===== src/rtl/quadc_snap_capture.sv =====
// Snapshot capture for the quad-ADC front end: on arm + trigger, packs one sample
// per ADC into a 32-bit word and streams a programmable-length burst into a BRAM.
module quadc_snap_capture #(
    parameter int ADDR_W = 10
) (
    input  logic              adc0_clk,
    input  logic              reset_n,
    input  logic [7:0]        adc0_data,
    input  logic [7:0]        adc1_data,
    input  logic [7:0]        adc2_data,
    input  logic [7:0]        adc3_data,
    input  logic              valid,
    input  logic              sync,
    input  logic              ext_trig,
    input  logic              arm,
    input  logic [1:0]        trig_mode,
    input  logic [ADDR_W:0]   capture_len,
    output logic [ADDR_W-1:0] bram_addr,
    output logic [31:0]       bram_data,
    output logic              bram_we,
    output logic              busy,
    output logic              done,
    output logic [ADDR_W:0]   words_written
);

    localparam int NUM_LANES = 4;
    localparam logic [ADDR_W:0] DEPTH = {1'b1, {ADDR_W{1'b0}}};

    typedef enum logic [1:0] {S_IDLE, S_ARMED, S_CAPTURE, S_DONE} state_t;

    typedef struct packed {
        logic [ADDR_W-1:0] addr;
        logic [31:0]       data;
    } wr_req_t;

    state_t state, state_nxt;

    // Lane 3 (adc0) lands in the top byte of the packed word.
    logic [NUM_LANES-1:0][7:0] lane_smp;
    assign lane_smp = {adc0_data, adc1_data, adc2_data, adc3_data};

    logic            sync_prev, sync_edge, trig_hit;
    logic            accept, arm_take, last_word;
    logic [1:0]      mode_q;
    logic [ADDR_W:0] len_q, len_eff, cnt;
    wr_req_t         wr_req;

    assign sync_edge = valid & sync & ~sync_prev;
    assign len_eff   = (capture_len == '0 || capture_len > DEPTH) ? DEPTH : capture_len;
    assign last_word = (cnt + (ADDR_W+1)'(1)) == len_q;
    assign wr_req    = '{addr: cnt[ADDR_W-1:0], data: lane_smp};

    always_comb begin
        case (mode_q)
            2'd0:    trig_hit = valid;
            2'd2:    trig_hit = valid & ext_trig;
            default: trig_hit = sync_edge;
        endcase
    end

    always_ff @(posedge adc0_clk) begin
        if (!reset_n) state <= S_IDLE;
        else          state <= state_nxt;
    end

    always_comb begin
        state_nxt = state;
        accept    = 1'b0;
        arm_take  = 1'b0;
        case (state)
            S_IDLE, S_DONE: begin
                if (arm) begin
                    arm_take  = 1'b1;
                    state_nxt = S_ARMED;
                end
            end
            S_ARMED: begin
                if (trig_hit) begin
                    accept    = 1'b1;
                    state_nxt = last_word ? S_DONE : S_CAPTURE;
                end
            end
            S_CAPTURE: begin
                if (valid) begin
                    accept = 1'b1;
                    if (last_word) state_nxt = S_DONE;
                end
            end
            default: state_nxt = S_IDLE;
        endcase
    end

    assign busy          = (state == S_ARMED) || (state == S_CAPTURE);
    assign done          = (state == S_DONE);
    assign words_written = cnt;

    // Single output register stage: accepted sample is presented the following cycle.
    always_ff @(posedge adc0_clk) begin
        if (!reset_n) begin
            bram_we   <= 1'b0;
            bram_addr <= '0;
            bram_data <= '0;
            sync_prev <= 1'b0;
            mode_q    <= '0;
            len_q     <= '0;
            cnt       <= '0;
        end else begin
            bram_we <= accept;
            if (valid) sync_prev <= sync;
            if (arm_take) begin
                mode_q <= trig_mode;
                len_q  <= len_eff;
                cnt    <= '0;
            end
            if (accept) begin
                bram_addr <= wr_req.addr;
                bram_data <= wr_req.data;
                cnt       <= cnt + (ADDR_W+1)'(1);
            end
        end
    end

endmodule


===== config.mk =====
export PLATFORM = sky130hd
export DESIGN_NAME = quadc_snap_capture
export DESIGN_NICKNAME = d
export VERILOG_FILES = /design/src/rtl/quadc_snap_capture.sv
export SDC_FILE = /design/constraint.sdc
export NUM_CORES = 1
export LEC_CHECK = 0
export CAP_MARGIN = 5
export CELL_PAD_IN_SITES_DETAIL_PLACEMENT = 1
export CELL_PAD_IN_SITES_GLOBAL_PLACEMENT = 1
export CORE_MARGIN = 2
export CORE_UTILIZATION = 29
export DETAILED_ROUTE_END_ITERATION = 7
export PLACE_DENSITY = 0.71
export SLEW_MARGIN = 20
export SYNTH_ARGS = -nofsm -noshare
export SYNTH_HDL_FRONTEND = slang
export SYNTH_SLANG_ARGS = --single-unit
export TNS_END_PERCENT = 20

===== constraint.sdc =====
create_clock -name adc0_clk -period 3 [get_ports adc0_clk]
set_clock_uncertainty 0.15 [all_clocks]
set_input_delay 0.6 -clock adc0_clk [delete_from_list [all_inputs] [get_ports adc0_clk]]
set_output_delay 0.6 -clock adc0_clk [all_outputs]
set_load 0.05 [all_outputs]

==> flow_metrics.env <==
export IMPL_post_dp_hpwl_mm=6.96
export IMPL_synth_yosys_seq_area_share=0.423
export IMPL_n_antenna_cell=0
export IMPL_rsz0062_at_grt="no"
export IMPL_syn_inst=404
export IMPL_synthDistinctLibCells=48
export IMPL_h_tree_depth=3
export IMPL_grt_pass1_vias=3305
export IMPL_ioPinCount=107
export IMPL_ctsLongestPathBuffers=2
export IMPL_area_delta_synth_final_pct=45.5
export IMPL_rows=39
export IMPL_core_um2=11300
export IMPL_route_detailed_drc=0
export IMPL_critPathArrivalTime_ns=2.69
export IMPL_clock_latency_ns=0.33
export IMPL_synth_warnings=0
export IMPL_gp_congestion=0.753
export IMPL_synth_ff_type="dfxtp_1"
export IMPL_crit_type="flop to flop"
export IMPL_synthesis_area_um2=3310
export IMPL_critical_path_top_delay_family="simple AND/OR/NAND/NOR gates"
export IMPL_ff_latch_area_um2=1400
export IMPL_power_density_nw_per_um2=642
export IMPL_cts_tree="built"
export IMPL_slowest_stage="dfxtp_1"
export IMPL_endpoint_kind="flop"
export IMPL_max_cap_violations=0
export IMPL_path_clk_slew_ns=0.06
export IMPL_grtUsageTotal=0.162
export IMPL_holdWs_ns=0.304
export IMPL_p_int_mw=2.06
export IMPL_io_buffer_count=106
export IMPL_wl_mm=9.63
export IMPL_grt_pass1_wl_mm=16.4
export IMPL_synthArstFlopShare=0
export IMPL_clkPwrFrac=0.371
export IMPL_die_x_um=111
export IMPL_nets=554
export IMPL_die_y_um=111
export IMPL_ant_nets=0
export IMPL_ir_worst_vdd_mv=0.250
export IMPL_cp_start_kind="flop"
export IMPL_pwr_share_comb=0.288
export IMPL_grt_max_degree=53
export IMPL_final_util=0.428
export IMPL_min_period_over_period=0.860
export IMPL_clkSinkCount=70
export IMPL_root_buffer="clkbuf_16"
export IMPL_avgSynthCellArea_um2=8.20
export IMPL_cp_max_fo=7
export IMPL_status="finished clean"
export IMPL_multiInputGateArea_um2=1780
export IMPL_switching_share=0.334
export IMPL_setup_viol=0
export IMPL_fillers=1367
export IMPL_die_area_um2=12300
export IMPL_cp_num_buf_inv=0
export IMPL_drtIter0Drc=104
export IMPL_power_share_sequential=0.341
export IMPL_start_util=0.294
export IMPL_antenna_found_initial=0
export IMPL_p_leak_nw=1.68
export IMPL_ys_ff_latch=70
export IMPL_drv_slew=0
export IMPL_max_slew_worst_pin_slew_ns=0.677
export IMPL_synth_edf_count=0
export IMPL_mappedNetlistNets=459
export IMPL_overflow=0
export IMPL_crit_chain="ha_1 -> and3_1 -> nand2_2 -> xor2_1 -> a2111oi_2 -> and4bb_1 -> mux2i_1"
export IMPL_final_common_cell="clkdlybuf4s50_1"
export IMPL_max_stage_delay_ns=0.47
export IMPL_p_sw_mw=1.03
export IMPL_vias=3206
export IMPL_min_path_type="flop to flop"
export IMPL_wl_per_cell_um=14.9
export IMPL_fin_tns_setup_ns=0
export IMPL_layout_common_cells="clkdlybuf4s50_1 (104), nand2_1 (102), dfxtp_1 (70)"
export IMPL_cts_made_buffers=9
export IMPL_timing_final_crit_period_ns=2.58
export IMPL_final_hold_violation_count=0
export IMPL_worstPathRequired_ns=3.11
export IMPL_via_per_inst=4.96
export IMPL_relSlewSlack=0.548
export IMPL_drive_above_1_share=0.0655
export IMPL_fmax_mhz=387
export IMPL_drtPass1Iterations=4
## path summary, 6_finish.rpt
path / startpoint / endpoint / slack, ns / depth (start not counted)
setup / recovery: words_written[1] / state[1] / 0.42 / 7
hold / removal: bram_data[17] / bram_data[17] / 0.30 / 2
hold reg to reg: bram_data[17] / bram_data[17] / 0.30 / 2
setup reg to reg: words_written[1] / state[1] / 0.42 / 7
## what timing repair did
item,in CTS,in global routing
gates resized for setup,0,1
hold buffers,0,0
buffers inserted,0,0
endpoints found under the setup margin,0,1
## power groups by stage
stage | clock [mW] | sequential, mW | combinational [mW]
floorplan | 0 | 1.21 | 0.454
global placement | 0 | 1.07 | 0.879
detailed placement | 0 | 1.08 | 0.900
CTS | 1.18 | 1.06 | 0.904
global route | 1.23 | 1.06 | 0.977
finish | 1.15 | 1.06 | 0.891
## cell type report
cell class,instances,area share
Multi-Input combinational cell,301,0.369
Sequential cell,70,0.291
Timing Repair Buffer,113,0.233
Clock buffer,9,0.0467
Tap cell,143,0.0371
Clock inverter,7,0.0205
Inverter,4,0.00312
## metrics by stage
step / setup slack (ns) / power, mW / std cells / instance area (um^2)
2_1_floorplan: 0.397 / 1.66 / 404 / 3310
3_3_place_gp: 0.304 / 1.95 / 631 / 4490
3_5_place_dp: 0.238 / 1.98 / 631 / 4490
4_1_cts: 0.0642 / 3.14 / 647 / 4820
5_1_grt: 0.292 / 3.27 / 647 / 4820
6_report: 0.419 / 3.10 / 647 / 4820
## routing by layer
metal / global-route usage / routed length (um) / up-vias
li1: - / - / 1568
met1: 0.208 / 4450 / 1549
met2: 0.269 / 4560 / 78
met3: 0.0312 / 465 / 11
met4: 0.0650 / 148 / 0
met5: 0 / 0 / -
## cells by family (layout without fill, tap and decap cells)
logic type               Yosys count  in the layout  synth area share
XOR/XNOR                          12             12            0.0317
AND/OR/NAND/NOR                  173            173             0.248
buffers and inverters             33            133            0.0442
multiplexers                       6              6            0.0181
flip-flops                        70             70             0.423
adder cells (fa/ha/maj)            4              4            0.0151
AO/OA/AOI/OAI                    106            106             0.220
## worst min-delay path: cells and delay by family, from the launching register on
family          cells  cell delay, ns
compound gates      1            0.05
flops               1            0.31
simple gates        1            0.05
## state kept, by name, indices dropped and copies added, names as in the netlist
| signal | cells |
|---|---|
| bram_addr | 10 |
| bram_we | 1 |
| state | 2 |
| mode_q | 2 |
| len_q | 11 |
| bram_data | 32 |
| words_written | 11 |
| sync_prev | 1 |
## synthesized netlist by cell type, types with 4 or more instances
| library cell | n | area, um^2 |
|---|---|---|
| inv_1 | 4 | 15.0 |
| a21boi_0 | 32 | 240 |
| nor2b_1 | 15 | 93.8 |
| xor2_1 | 6 | 52.6 |
| a22oi_1 | 4 | 30.0 |
| nand2_1 | 102 | 383 |
| ha_1 | 4 | 50.1 |
| a21oi_1 | 24 | 120 |
| xnor2_1 | 6 | 52.6 |
| o211ai_1 | 4 | 30.0 |
| nor3b_1 | 6 | 45.0 |
| nor2_1 | 20 | 75.1 |
| mux2i_1 | 6 | 60.1 |
| o21ai_0 | 11 | 55.1 |
| buf_2 | 9 | 45.0 |
| dfxtp_1 | 70 | 1400 |
| a21boi_1 | 16 | 120 |
| clkbuf_1 | 17 | 63.8 |
| nand3_1 | 7 | 35.0 |
No activity file was read; power rests on OpenSTA's default activity.
